===== src/rtl/ef_smsdac_pkg.sv =====
// rtl/ef_smsdac_pkg.sv - shared types and constants for the mismatch-shaping DAC controller
package ef_smsdac_pkg;

  typedef enum logic [1:0] {
    IDLE  = 2'd0,
    SEED  = 2'd1,
    FLUSH = 2'd2,
    RUN   = 2'd3
  } state_t;

  localparam logic [1:0] MODE_OFF    = 2'b00;
  localparam logic [1:0] MODE_RAND   = 2'b01;
  localparam logic [1:0] MODE_TOGGLE = 2'b10;

  localparam int             LFSR_W            = 16;
  localparam logic [LFSR_W-1:0] LFSR_DEFAULT_SEED = 16'h0001;

  // Fibonacci taps for x^16 + x^14 + x^13 + x^11 + 1
  localparam int TAP_A = 15;
  localparam int TAP_B = 13;
  localparam int TAP_C = 12;
  localparam int TAP_D = 10;

  function automatic logic [LFSR_W-1:0] lfsr_step(input logic [LFSR_W-1:0] q);
    return {q[LFSR_W-2:0], q[TAP_A] ^ q[TAP_B] ^ q[TAP_C] ^ q[TAP_D]};
  endfunction

endpackage


===== src/rtl/ef_smsdac_lfsr16.sv =====
// rtl/ef_smsdac_lfsr16.sv - 16-bit Fibonacci LFSR with seed load and zero-seed guard
module ef_smsdac_lfsr16
  import ef_smsdac_pkg::*;
(
  input  logic              clk,
  input  logic              rst_b,
  input  logic              load,
  input  logic [LFSR_W-1:0] seed,
  input  logic              adv,
  output logic [LFSR_W-1:0] q,
  output logic [LFSR_W-1:0] q_next
);

  assign q_next = lfsr_step(q);

  // An all-zero state would lock up, so a zero seed falls back to the default
  always_ff @(posedge clk or negedge rst_b) begin
    if (!rst_b) begin
      q <= LFSR_DEFAULT_SEED;
    end else if (load) begin
      q <= (seed == '0) ? LFSR_DEFAULT_SEED : seed;
    end else if (adv) begin
      q <= q_next;
    end
  end

endmodule


===== src/rtl/ef_smsdac_mse_ctrl.sv =====
// rtl/ef_smsdac_mse_ctrl.sv - sample timing, input handshake and r-bit generation for the MSE DAC
module ef_smsdac_mse_ctrl
  import ef_smsdac_pkg::*;
#(
  parameter int NSB   = 7,
  parameter int DW    = 4,
  parameter int DIV_W = 8
) (
  input  logic             clk,
  input  logic             rst_b,
  input  logic             cfg_en,
  input  logic [1:0]       cfg_mode,
  input  logic [DIV_W-1:0] cfg_div,
  input  logic [15:0]      cfg_seed,
  input  logic [DW-1:0]    din,
  input  logic             din_valid,
  output logic             din_ready,
  output logic [DW-1:0]    dout,
  output logic [NSB-1:0]   r,
  output logic             sample_en,
  output logic             sb_rst_b,
  output logic             underflow
);

  state_t            state, state_nxt;
  logic              flush_cnt;
  logic [DIV_W-1:0]  div_cnt;
  logic              toggle;
  logic              slot;
  logic              transfer;
  logic [LFSR_W-1:0] lfsr_q, lfsr_q_next;
  logic              unused_lfsr;

  assign slot      = (state == RUN) && (div_cnt == '0);
  assign din_ready = slot;
  assign transfer  = din_valid & slot;

  ef_smsdac_lfsr16 u_lfsr (
    .clk    (clk),
    .rst_b  (rst_b),
    .load   (state == SEED),
    .seed   (cfg_seed),
    .adv    (slot),
    .q      (lfsr_q),
    .q_next (lfsr_q_next)
  );

  assign unused_lfsr = ^{lfsr_q, lfsr_q_next};

  always_comb begin
    state_nxt = state;
    case (state)
      IDLE:    state_nxt = SEED;
      SEED:    state_nxt = FLUSH;
      FLUSH:   state_nxt = flush_cnt ? RUN : FLUSH;
      RUN:     state_nxt = RUN;
      default: state_nxt = IDLE;
    endcase
    if (!cfg_en) state_nxt = IDLE;
  end

  always_ff @(posedge clk or negedge rst_b) begin
    if (!rst_b) begin
      state     <= IDLE;
      flush_cnt <= 1'b0;
      div_cnt   <= '0;
      toggle    <= 1'b0;
      dout      <= '0;
      r         <= '0;
      sample_en <= 1'b0;
      sb_rst_b  <= 1'b0;
      underflow <= 1'b0;
    end else begin
      state     <= state_nxt;
      sb_rst_b  <= (state_nxt == RUN);
      sample_en <= slot && cfg_en;
      flush_cnt <= (state == FLUSH) ? ~flush_cnt : 1'b0;

      if (state == FLUSH && state_nxt == RUN) begin
        div_cnt <= cfg_div;
      end else if (state == RUN) begin
        div_cnt <= slot ? cfg_div : div_cnt - 1'b1;
      end

      // A slot coinciding with cfg_en falling still consumes din and steps the LFSR
      if (state == SEED) begin
        toggle    <= 1'b0;
        underflow <= 1'b0;
        dout      <= '0;
      end else if (slot) begin
        if (transfer) dout <= din;
        else          underflow <= 1'b1;
        if (cfg_mode == MODE_TOGGLE) toggle <= ~toggle;
      end

      if (!cfg_en) begin
        r <= '0;
      end else if (slot) begin
        case (cfg_mode)
          MODE_OFF:    r <= '0;
          MODE_TOGGLE: r <= {NSB{~toggle}};
          default:     r <= lfsr_q_next[NSB-1:0];
        endcase
      end
    end
  end

endmodule


===== config.mk =====
export PLATFORM = sky130hd
export DESIGN_NAME = ef_smsdac_mse_ctrl
export DESIGN_NICKNAME = d
export VERILOG_FILES = /design/src/rtl/ef_smsdac_pkg.sv /design/src/rtl/ef_smsdac_lfsr16.sv /design/src/rtl/ef_smsdac_mse_ctrl.sv
export SDC_FILE = /design/constraint.sdc
export NUM_CORES = 1
export LEC_CHECK = 0
export CAP_MARGIN = 20
export CORE_MARGIN = 2
export CORE_UTILIZATION = 50
export CTS_CLUSTER_DIAMETER = 60
export DETAILED_ROUTE_END_ITERATION = 8
export PLACE_DENSITY = 0.79
export SLEW_MARGIN = 20
export SYNTH_ARGS = -nofsm -noshare
export SYNTH_HDL_FRONTEND = slang
export SYNTH_HIERARCHICAL = 1
export SYNTH_SLANG_ARGS = --single-unit

===== constraint.sdc =====
create_clock -name clk -period 2.25 [get_ports clk]
set_clock_uncertainty 0.15 [all_clocks]
set_input_delay 0.45 -clock clk [delete_from_list [all_inputs] [get_ports clk]]
set_output_delay 0.45 -clock clk [all_outputs]
set_load 0.05 [all_outputs]

# --- After elaboration in Yosys (flattened, before gate mapping) ---
# Cells that the tools add are included.
word_totals:
  register_bits: 42
  out_inout_bits: 15
op_classes:
  add_sub_neg: 1
  n_eq_ne: 7
  n_mux: 22
  n_bitwise: 6
  n_reduce_logical: 14
ops:
  columns: ["operator", "n"]
  rows:
  - ["$mux 16", 3]
  - ["$mux 8", 3]
  - ["$logic_not 16->1", 1]
  - ["$mux 7", 2]
  - ["$pmux 7 s2", 1]
  - ["$mux 4", 3]
  - ["$eq 2x2->1 const B", 4]
  - ["$logic_not 8->1", 1]
  - ["$mux 1", 8]
  - ["$pmux 2 s4", 1]
  - ["$reduce_bool 2->1", 4]
  - ["$sub 8x1->8 const B", 1]
  - ["$reduce_and 2->1", 3]
  - ["$logic_not 2->1", 2]
  - ["$ne 2x1->1 const B", 2]
  - ["$logic_and 1x1->1", 3]
  - ["$xor 1x1->1", 3]
  - ["$eq 2x1->1 const B", 1]
  - ["$mux 2", 1]
  - ["$not 1->1", 2]
  - ["$and 1x1->1", 1]

# --- Logic depth before layout (Yosys ltp) ---
# Gate-level depths: netlist of the first run.
depth:
  word_depth: 6
  ltp_mapped: 8
  mapped_depth_nobuf: 7

# --- Modules after synthesis ---
# The synthesis of the first run kept the hierarchy.
by_module_without_submodules:
  columns: ["module", "instances", "cells_each", "area_each_um2", "seq_area_each_um2"]
  rows:
  - ["ef_smsdac_mse_ctrl", 1, 139, 1303.8, 650.6]
  - ["ef_smsdac_lfsr16", 1, 92, 904.6, 401.6]

# --- Worst setup path before layout of the first run ---
# OpenSTA, ideal clock, no wires.
synth_path:
  path_type: "flip-flop to flip-flop"
  startpoint: "register div_cnt[5]"
  endpoint: "register u_lfsr.q[4]"
  setup_ps: 135
  arrival_ps: 1989
  path_slack_ps: -25
  stages_incl_launch_ff: 8
  path_buffers: 2
  cell_sequence: "dfrtp_1 -> nor4_4 -> nand4_4 -> inv_1 -> buf_4 -> buf_6 -> mux2i_1 -> o21ai_0"
synth_between:
  elab_chain_cells: 3
synth_rtl:
  columns: ["item", "line", "rtl"]
  rows:
  - ["from (decl)", "ef_smsdac_mse_ctrl.sv:27", "logic [DIV_W-1:0] div_cnt;"]
  - ["from (signal assigned)", "ef_smsdac_mse_ctrl.sv:80", "div_cnt <= cfg_div;"]
  - ["from (signal assigned)", "ef_smsdac_mse_ctrl.sv:82", "div_cnt <= slot ? cfg_div : div_cnt - 1'b1;"]
  - ["$logic_not 8->1", "ef_smsdac_mse_ctrl.sv:34", "assign slot = (state == RUN) && (div_cnt == '0);"]
  - ["$logic_and 1x1->1", "ef_smsdac_mse_ctrl.sv:34", null]
  - ["net din_ready", "ef_smsdac_mse_ctrl.sv:17", "output logic din_ready,"]
  - ["$reduce_bool 2->1 (no line)", null, null]
  - ["to (signal assigned)", "ef_smsdac_lfsr16.sv:21", "q <= (seed == '0) ? LFSR_DEFAULT_SEED : seed;"]
  - ["to (signal assigned)", "ef_smsdac_lfsr16.sv:23", "q <= q_next;"]
  - ["to (decl)", "ef_smsdac_lfsr16.sv:10", "output logic [LFSR_W-1:0] q,"]
# The timed path passes the listed nets, and every way through them passes these cells.
# A chain may end at the register's enable or synchronous reset.

# --- Final worst setup path of the first run ---
layout_path:
  startpoint: "register div_cnt[5]"
  endpoint: "output din_ready"
layout_between:
  elab_chain_cells: 2
layout_rtl:
  columns: ["item", "line"]
  rows:
  - ["$logic_not 8->1", "ef_smsdac_mse_ctrl.sv:34"]
  - ["$logic_and 1x1->1", "ef_smsdac_mse_ctrl.sv:34"]
  - ["to (decl)", "ef_smsdac_mse_ctrl.sv:17"]
# Every way passes these cells.

==> results.cfg, run 1 <==
[sta]
tns_ns = 0
period_share_pct = 96.37
final_hold_viol_count = 0
final_max_slew_viol_count = 0
final.min_clock_period_ns = 2.168
worst_pin_slew_ns = 0.5046
slew_headroom_pct = 66.25
rsz0062_at_grt = no
finalSetupViolations = 0
fmax_mhz = 461.2

[routing]
avgViaCountPerCell = 5.282
drt-initial-drc-count = 91
num_vias = 1706
avgRoutedWirePerCell_um = 14.01
drc = 0
routed_wl_um = 4524
drt-pass1-iter-count = 4
antenna_left = 0

[hold_path]
worstHoldEndpoint = flush_cnt
hp-start = flush_cnt
hold_class = register to register
holdPathStages = 1

[logic_synthesis]
syn_area_per_cell_um2 = 9.643
synth_area_um2 = 2141
yosysWarnings = 6
synthesis.nets = 258
netlist_instances = 222

[clocking]
clock-sinks = 42
cts.path.max_buffers = 2
clkTransAtPathRegs_ns = 0.08
clock-root-buffer = clkbuf_8
cts_tree = yes
cts.htree.levels = 2
clk_latency_ns = 0.29
cts_buffers = 5

[finish]
final_nets = 309
drive_gt1_share_pct = 9.158
diodes = 0
fillerInstances = 327
register_area_um2 = 1054
syn2layout_area_growth_pct = 29.28
multi_input_area_um2 = 970.9

[floorplan]
die_h_um = 69.44
ios = 49
initial_core_util_pct = 52.76
dieWidth_um = 69.44
dieArea_um2 = 4821
core.rowCount = 23
fp.coreArea_um2 = 4058

[grt]
grt-ovfl-total = 0
grt_max_degree = 36
grt_pass1_vias = 1698
grt_antenna_before_repair = 0
grt_pass1_wl_um = 7817
grt_usage_pct = 20.11

[place]
dpl.hpwl_um = 3372
place_congestion = 0.8323
port_buffers = 48

[setup_path]
reg2reg_depth = 7
r2r-start = div_cnt[5]
cp.required_ns = 1.65
crit_arrival_ns = 1.57
end_kind = output pin
crit_path_start_kind = register
path_max_fanout = 4
worst-setup-path-type = register to output pin
rrSetupSlack_ns = 0.22
r2r-end = u_lfsr/q[2]

[run]
drv_cap = 0

[power_and_ir_drop]
p_leak_uw = 0.001128
p_per_area_nw_per_um2 = 696.2
power_uw = 1927
vdd_drop_max_mv = 0.5481

[run_status]
outcome = complete, no violations
[what timing repair did]
item / CTS / global route
setup buffers: 2 / 2
pin swaps: 2 / 1
hold buffers: 1 / 0
setup endpoints to repair: 1 / 1
gates resized for setup: 0 / 1
hold endpoints to repair: 19 / 0
[area by class of cell]
type                    count  share of cell area, %
multi-input cells         160                  35.08
well taps                  50                  2.260
flip-flops and latches     42                  38.07
repair buffers             58                  20.80
clock inverters             2                 0.3617
clock buffers               5                  2.486
inverters                   6                 0.9494
[routing by layer]
metal,vias to the layer above,part of all wire [%],track usage (%)
li1,868,-,-
met1,791,48,26.66
met2,41,47,32.80
met3,6,3.4,4.070
met4,0,1.5,7.190
met5,-,0,0
[flip-flops by register name, indices dropped and copies added (netlist names), 2 cells and up]
register  flops
div_cnt       8
dout          4
r             7
state         2
u_lfsr/q     16
[worst max-delay path by stage]
stage               slack [ns]       start           to
CTS                       0.02  div_cnt[3]    din_ready
floorplan                 0.12  div_cnt[5]  u_lfsr/q[4]
global route             0.005  div_cnt[5]    din_ready
global placement          0.17      cfg_en   div_cnt[0]
detailed placement        0.12      cfg_en   div_cnt[3]
finish                    0.08  div_cnt[5]    din_ready
[where the power goes]
part,switching [uW],total (uW),internal [uW]
combinational,232,456,225
clock,247,456,208
sequential,125,1010,890
[cell usage in the layout, fill, tap and decap left out, drive strengths merged, types with 4 or more instances in the layout]
cell / n
o21ai: 31
dfrtp: 41
clkbuf: 5
mux2i: 16
nand2: 38
inv: 5
nand4: 4
nor2b: 9
nor4: 4
clkdlybuf4s50: 46
nor2: 15
buf: 11
and2: 4
nor3: 7
[per-stage QoR]
step / hold slack, ns / worst slack, ns / cells / instance area (um^2) / utilization [%]
2_1_floorplan: 0.004409 / 0.1247 / 222 / 2145 / -
6_report: 0.3307 / 0.08161 / 323 / 2768 / 68.21
4_1_cts: 0.3262 / 0.02485 / 321 / 2751 / 67.81
5_1_grt: 0.3530 / 0.004546 / 323 / 2768 / 68.21
3_5_place_dp: 0.2861 / 0.1241 / 311 / 2648 / 65.25
3_3_place_gp: 0.2814 / 0.1730 / 311 / 2648 / 65.25
[critical path, stage by stage (launching register included)]
cell and delay (ns):
dfrtp_2 0.45, nor4_4 0.39, nand4_4 0.15, clkinvlp_4 0.15, buf_12 0.14
No activity file was read; power rests on OpenSTA's default activity.
==> run 2: changes to the inputs <==
--- a/config.mk
+++ b/config.mk
@@ -11,7 +11,7 @@
 export CTS_CLUSTER_DIAMETER = 60
 export DETAILED_ROUTE_END_ITERATION = 8
 export PLACE_DENSITY = 0.79
-export SLEW_MARGIN = 20
+export SKIP_CTS_REPAIR_TIMING = 1
 export SYNTH_ARGS = -nofsm -noshare
 export SYNTH_HDL_FRONTEND = slang
 export SYNTH_HIERARCHICAL = 1
==> run 2 against run 1 <==
  * Hold slack about the same
  * Wire length is 0.69% lower
  * Final area about the same
  * Via count grew 0.94%
  * Combinational power is 4.6% higher
  * Total power increased by 0.78%
  * Non-clock buffer count stayed put
  * Critical path type unchanged
  * Global-route usage fell by 0.22 points
  * First-iteration DRC count rose by 4.4%
==> results.cfg, run 2 (synthesis results as in run 1) <==
[clocking]
cts.htree.levels = 2
cts_buffers = 5
clkTransAtPathRegs_ns = 0.08
clk_latency_ns = 0.29
clock-sinks = 42
clock-root-buffer = clkbuf_8
cts_tree = yes
cts.path.max_buffers = 2

[power_and_ir_drop]
clockPowerShare_pct = 23.4
pwr-share-seq_pct = 52.0
p_per_area_nw_per_um2 = 701.3
p_sw_uw = 607.1
comb_power_share_pct = 24.6
swShare_pct = 31.26
p_int_uw = 1335
p_leak_uw = 0.001128
vdd_drop_max_mv = 0.5477
power_uw = 1942

[hold_path]
hold_class = register to register

[sta]
final.min_clock_period_ns = 2.161
fmax_mhz = 462.7
final_hold_viol_count = 0
tns_ns = 0
final_max_slew_viol_count = 0
worst_pin_slew_ns = 0.5048
slew_headroom_pct = 66.24
finalSetupViolations = 0
setup_ws_ns = 0.08885
period_share_pct = 96.05

[grt]
grt_pass1_vias = 1691
grt_usage_pct = 19.89
grt_pass1_wl_um = 7769
grt_antenna_before_repair = 0
grt-ovfl-total = 0
grt_max_degree = 36

[place]
dp_worst_setup_slack_ns = 0.1241
port_buffers = 48
place_congestion = 0.8323
dpl.hpwl_um = 3372

[setup_path]
cp.required_ns = 1.65
end_kind = output pin
crit_path_start_kind = register
crit_arrival_ns = 1.56
worst-setup-path-type = register to output pin
path_max_fanout = 7

[finish]
syn2layout_area_growth_pct = 29.34
final_nets = 309
reg_top3 = u_lfsr/q: 16 flops, div_cnt: 8 flops, r: 7 flops
final_cell_mix = clkdlybuf4s50_1 (46), dfrtp_1 (39), nand2_1 (37)
diodes = 0
layout_commonest_cell = clkdlybuf4s50_1
largest_reg_flops = 16
top_register = u_lfsr/q
final_core_util_pct = 68.24
drive_gt1_share_pct = 9.524

[routing]
drc = 0
drt-initial-drc-count = 95
drt-pass1-iter-count = 4
avgRoutedWirePerCell_um = 13.91
avgViaCountPerCell = 5.331
routed_wl_um = 4493
antenna_left = 0
num_vias = 1722

[floorplan]
dieArea_um2 = 4821
initial_core_util_pct = 52.76
ios = 49
dieWidth_um = 69.44
core.rowCount = 23
fp.coreArea_um2 = 4058
die_h_um = 69.44

[run_status]
outcome = complete, no violations

[run]
drv_cap = 0
-- run 2: area by class of cell --
type / instances / area, um^2
Fill cell: 328 / 1289
Sequential cell: 42 / 1055
Multi-Input combinational cell: 160 / 970.9
Timing Repair Buffer: 58 / 575.6
Clock buffer: 5 / 68.82
Tap cell: 50 / 62.56
Inverter: 6 / 26.28
Clock inverter: 2 / 10.01
-- run 2: worst paths after layout --
path	from	endpoint	slack (ns)	depth (start not counted)
max	div_cnt[2]	din_ready	0.09	4
min	flush_cnt	flush_cnt	0.33	1
max reg2reg	div_cnt[2]	u_lfsr/q[2]	0.23	7
min reg2reg	flush_cnt	flush_cnt	0.33	1
max in group asynchronous	rst_b	div_cnt[3]	0.90	3
min in group asynchronous	rst_b	dout[2]	0.49	2
-- run 2: power groups by stage --
stage	clock network (uW)	logic, uW	registers [uW]
final	455	477	1010
after global routing	510	537	1030
after CTS	472	461	1020
after detailed placement	0	457	1030
after global placement	0	440	1020
after floorplan	0	346	1000
-- run 2: per-layer routing --
layer | wire, um | track usage, % | share of wire [%] | vias up
met1 | 2066 | 25.90 | 46 | 797
met2 | 2130 | 32.48 | 47 | 49
met3 | 214 | 4.651 | 4.8 | 8
met5 | 0 | 0 | 0 | -
li1 | - | - | - | 868
met4 | 81 | 7.190 | 1.8 | 0
-- run 2: per-stage QoR --
stage / instances / hold slack (ns) / area, um^2
finish: 323 / 0.3310 / 2769
global route: 323 / 0.3530 / 2769
CTS: 318 / -0.03200 / 2726
detailed placement: 311 / 0.2861 / 2648
global placement: 311 / 0.2814 / 2648
floorplan: 222 / 0.004409 / 2145
-- run 2: worst max-delay path, cell delays in order (launching register included) --
cell and delay [ns]:
dfrtp_1 0.47, nor4_4 0.36, nand4_4 0.15, clkinvlp_4 0.15, buf_12 0.14
